$ cat src/rtl/fetch_unit.sv
// Instruction fetch front end: registered PC, one in-flight slot, {instr,pc} FIFO to decode.
// Define FETCH_STATS_EN to compile in the fetch_count / flush_count statistics counters.
module fetch_unit #(
    parameter int unsigned DEPTH    = 4,
    parameter logic [31:0] RESET_PC = 32'h0
) (
    input  logic        clk,
    input  logic        rst_n,
    output logic [31:0] PC,
    input  logic [31:0] instr_in,
    input  logic        redirect,
    input  logic [31:0] redirect_pc,
    output logic        out_valid,
    input  logic        out_ready,
    output logic [31:0] out_instr,
    output logic [31:0] out_pc,
    output logic [31:0] fetch_count,
    output logic [31:0] flush_count
);

    localparam int unsigned PW = $clog2(DEPTH);

    logic [31:0]   r_pc;
    logic          r_inflight_valid;
    logic [31:0]   r_inflight_pc;
    logic [31:0]   r_instr_q [DEPTH];
    logic [31:0]   r_pc_q    [DEPTH];
    logic [PW-1:0] r_rd_ptr;
    logic [PW-1:0] r_wr_ptr;
    logic [PW:0]   r_count;

    logic [PW+1:0] w_occupancy;
    logic          w_issue;
    logic          w_push;
    logic          w_pop;

    // Occupancy ignores a same-cycle pop, so a full FIFO stalls issue for one extra cycle.
    always_comb begin
        w_occupancy = {1'b0, r_count} + {{(PW+1){1'b0}}, r_inflight_valid};
        w_issue     = w_occupancy < (PW+2)'(DEPTH);
        w_push      = !redirect && r_inflight_valid;
        w_pop       = !redirect && out_valid && out_ready;
    end

    assign PC        = r_pc;
    assign out_valid = (r_count != '0);
    assign out_instr = r_instr_q[r_rd_ptr];
    assign out_pc    = r_pc_q[r_rd_ptr];

    always_ff @(posedge clk or negedge rst_n) begin
        if (!rst_n) begin
            r_pc             <= RESET_PC;
            r_inflight_valid <= 1'b0;
            r_inflight_pc    <= '0;
        end else if (redirect) begin
            r_pc             <= redirect_pc;
            r_inflight_valid <= 1'b0;
        end else if (w_issue) begin
            r_pc             <= r_pc + 32'd1;
            r_inflight_valid <= 1'b1;
            r_inflight_pc    <= r_pc;
        end else begin
            r_inflight_valid <= 1'b0;
        end
    end

    always_ff @(posedge clk or negedge rst_n) begin
        if (!rst_n) begin
            for (int unsigned i = 0; i < DEPTH; i++) begin
                r_instr_q[i] <= '0;
                r_pc_q[i]    <= '0;
            end
        end else if (w_push) begin
            r_instr_q[r_wr_ptr] <= instr_in;
            r_pc_q[r_wr_ptr]    <= r_inflight_pc;
        end
    end

    always_ff @(posedge clk or negedge rst_n) begin
        if (!rst_n) begin
            r_rd_ptr <= '0;
            r_wr_ptr <= '0;
            r_count  <= '0;
        end else if (redirect) begin
            r_rd_ptr <= '0;
            r_wr_ptr <= '0;
            r_count  <= '0;
        end else begin
            if (w_push) r_wr_ptr <= r_wr_ptr + 1'b1;
            if (w_pop)  r_rd_ptr <= r_rd_ptr + 1'b1;
            case ({w_push, w_pop})
                2'b10:   r_count <= r_count + 1'b1;
                2'b01:   r_count <= r_count - 1'b1;
                default: r_count <= r_count;
            endcase
        end
    end

`ifdef FETCH_STATS_EN
    logic [31:0] r_fetch_count;
    logic [31:0] r_flush_count;

    always_ff @(posedge clk or negedge rst_n) begin
        if (!rst_n) begin
            r_fetch_count <= '0;
            r_flush_count <= '0;
        end else begin
            if (w_push)   r_fetch_count <= r_fetch_count + 32'd1;
            if (redirect) r_flush_count <= r_flush_count + 32'd1;
        end
    end

    assign fetch_count = r_fetch_count;
    assign flush_count = r_flush_count;
`else
    assign fetch_count = '0;
    assign flush_count = '0;
`endif

endmodule
$ cat config.mk
export PLATFORM = sky130hd
export DESIGN_NAME = fetch_unit
export DESIGN_NICKNAME = d
export VERILOG_FILES = /design/src/rtl/fetch_unit.sv
export SDC_FILE = /design/constraint.sdc
export NUM_CORES = 1
export LEC_CHECK = 0
export BUFFER_PORTS_ARGS = -buffer_cell sky130_fd_sc_hd__buf_2
export CAP_MARGIN = 5
export CORE_ASPECT_RATIO = 0.7
export CORE_MARGIN = 4
export CORE_UTILIZATION = 35
export DETAILED_ROUTE_END_ITERATION = 10
export PLACE_DENSITY = 0.59
export RECOVER_POWER = 100
export SYNTH_ARGS = -nofsm -noshare
export SYNTH_HDL_FRONTEND = slang
export SYNTH_SLANG_ARGS = --single-unit
export TNS_END_PERCENT = 50
$ cat constraint.sdc
create_clock -name clk -period 3.93 [get_ports clk]
set_input_delay 0.393 -clock clk [delete_from_list [all_inputs] [get_ports clk]]
set_output_delay 0.393 -clock clk [all_outputs]
set_load 0.01 [all_outputs]
==> metrics.yaml <==
clocking:
  cts_setup_buffers: 0
  clockBufferDepth: 3
  htree_levels: 2
  cts.sinks: 328
  cts_hold_buf: 1
  post_cts_resized: 0
  cts_tree: "done"
  cts_root_buf: "clkbuf_16"
  clk_latency_ns: 0.53
  clk_pin_slew_ns: 0.06
  cts_made_buffers: 36
power_and_ir_drop:
  p_per_area_mw_per_mm2: 766
  p_total_mw: 13.0
  worst_ir_drop_vdd_uv: 321
  p_leak_nw: 7.48
sta:
  report.final.slew_viol_count: 218
  slew_headroom_pct: -49.3
  period_share_pct: 81.9
  clock_skew_ns: 0.0205
  worstMarginPinSlew_ns: 2.24
  max_freq_mhz: 311
  tns_ns: 0
  period_minus_slack_ns: 3.22
  setup_viol: 0
  grt_setup_unrepaired: "false"
  hold_viol: 0
final_layout:
  syn_to_final_growth_pct: 13.8
  final_cells: 1736
  postLayoutCellArea_mm2: 0.0170
  final_nets: 1244
  mostFrequentLayoutCells: "dfrtp_1 (327), mux2_2 (290), clkbuf_1 (117)"
  drive_gt1_share_pct: 40.7
  final_common_cell: "dfrtp_1"
drt:
  dr.pass1.iters: 4
  ant_nets: 0
  drc: 0
  avgViaCountPerCell: 4.96
  dr.first_iter.drc_count: 394
  wirelength_um: 34900
  via_count: 8605
  drt-wirelength-per-cell_um: 20.1
logic_synthesis:
  synth_cell_type_count: 37
  ys_seq_area_share_pct: 55.1
  yosysWarningCount: 0
  synth_seq_cells: 328
  syn_inst: 1001
  syn_area_mm2: 0.0149
  synth.avg_cell_area_um2: 14.9
global_routing:
  grt_pass1_wl_um: 55200
  grt_pass1_vias: 9188
  grt_max_degree: 121
  overflow: 0
  antenna_found_initial: 2
  track_usage_pct: 15.2
place:
  dp_cells: 1675
  post_dp_cell_area_mm2: 0.0162
  io_buffer_count: 164
  gp_congestion: 0.766
  dp_hpwl_um: 22500
setup_path:
  r2r_slack_ns: 0.71
  start_kind: "flip-flop"
  crit_path_end_kind: "flip-flop"
  cp.required_ns: 4.33
  r2r_start: "r_inflight_valid$_DFF_PN0_"
  cp.arrival_ns: 3.62
  slowest_delay_ns: 1.12
  worstSetupPathType: "flip-flop to flip-flop"
  crit_path_cell_trace: "nor2b_1 > nand2_1 > clkbuf_2 > mux2_2"
  cpMaxStageDelayCell: "nand2_1"
  rr_endpoint: "r_instr_q[81]$_DFFE_PN0P_"
  worst-path-max-fanout: 33
  rr_worst_depth: 4
floorplanning:
  die_area_mm2: 0.0460
  dieWidth_um: 255
  row_count: 62
  pin_count: 229
  start_util_pct: 35.9
  core_mm2: 0.0415
  dieHeight_um: 181
status:
  status: "complete, but fails checks"
  violations: "capacitance limit, slew limit"
worst_hold_path:
  min_path_cells: 3
  worstHoldEndpoint: "PC[7]$_DFFE_PN0P_"
  hold_path_startpoint: "redirect_pc[7]"
  hold_class: "input pin to flip-flop"
job:
  cap_violations: 5
## per-stage QoR
step	hold WS (ns)	utilization [%]	worst slack [ns]
detailed placement	0.488	39.0	1.37
global placement	0.482	39.0	1.47
global route	0.0543	40.9	0.509
floorplan	0.0974	-	1.76
finish	0.0657	40.9	0.710
CTS	0.0329	41.6	1.06
## worst max-delay path by stage
stage                                    start                         to  slack, ns  cells past startpoint
floorplan               r_count[2]$_DFFE_PN0P_     r_count[2]$_DFFE_PN0P_       1.76                      8
global placement    r_inflight_valid$_DFF_PN0_     r_pc_q[92]$_DFFE_PN0P_       1.47                      4
detailed placement  r_inflight_valid$_DFF_PN0_     r_pc_q[82]$_DFFE_PN0P_       1.37                      4
CTS                    r_rd_ptr[0]$_DFFE_PN0P_                  out_pc[0]       1.06                      3
global route        r_inflight_valid$_DFF_PN0_  r_instr_q[79]$_DFFE_PN0P_       0.51                      4
finish              r_inflight_valid$_DFF_PN0_  r_instr_q[81]$_DFFE_PN0P_       0.71                      4
## power breakdown
| part | total, mW | internal, mW | switching [mW] |
|---|---|---|---|
| clock network | 3.21 | 1.87 | 1.34 |
| registers | 5.74 | 4.80 | 0.938 |
| logic | 4.04 | 2.30 | 1.74 |
| total | 13.0 | 8.97 | 4.02 |
## layer usage
metal  vias to the layer above  GRT usage (%)  share of wire, %
li1                       3826              -                 -
met1                      4555           22.0                46
met2                       171           23.5                47
met3                        53           3.29               5.0
met4                         0           3.66               2.1
met5                         -              0                 0
## final cells by class
type,instances,area (um2)
diodes,1,2.50
clock buffers,53,1030
clock inverters,6,66.3
fillers,3922,24500
inverters,9,33.8
multi-input cells,608,6090
flip-flops and latches,328,8210
well taps,544,681
repair buffers,187,845
## cells by family (layout without fill, tap and decap cells)
| group | Yosys count | after routing | synth area share, % |
|---|---|---|---|
| multiplexers | 357 | 357 | 31.8 |
| adder cells (fa/ha/maj) | 6 | 6 | 0.554 |
| other | 1 | 65 | 0.0252 |
| flip-flops | 328 | 328 | 55.1 |
| AND/OR/NAND/NOR | 112 | 112 | 4.12 |
| buffers and inverters | 128 | 255 | 5.11 |
| XOR/XNOR | 37 | 37 | 2.17 |
| AO/OA/AOI/OAI | 32 | 32 | 1.14 |
## worst max-delay path: cells and delay by family, from the launching register on
family                 cells  cell delay [ns]
AND/OR/NAND/NOR            2             1.52
flip-flops                 1             0.51
multiplexers               1             0.38
buffers and inverters      1             0.66
## sequential cells by signal, summed over array words and instances, names as in the netlist
| name | count |
|---|---|
| r_rd_ptr | 2 |
| r_inflight_pc | 32 |
| r_inflight_valid | 1 |
| r_instr_q | 128 |
| r_wr_ptr | 2 |
| PC | 32 |
| r_pc_q | 128 |
| r_count | 3 |
## cell usage after synthesis (all sizes together)
library cell | n | share of area, %
and4 | 4 | 0.24
nor2 | 14 | 0.35
inv | 9 | 0.23
nand4 | 7 | 0.34
nor2b | 1 | 0.042
or4 | 1 | 0.076
or3 | 2 | 0.084
nor3 | 14 | 0.64
and3 | 3 | 0.16
o21ai | 30 | 1.0
nand2 | 47 | 1.2
mux2i | 3 | 0.20
o31ai | 1 | 0.050
mux2 | 290 | 22
ha | 5 | 0.42
nor4 | 6 | 0.54
buf | 91 | 4.2
fa | 1 | 0.13
conb | 1 | 0.025
xor2 | 11 | 0.65
xnor2 | 26 | 1.5
nand3 | 9 | 0.30
mux4 | 64 | 9.7
nand3b | 1 | 0.050
and2 | 3 | 0.13
dfrtp | 328 | 55
a31oi | 1 | 0.084
clkbuf | 28 | 0.71
No activity file was read; power rests on OpenSTA's default activity.
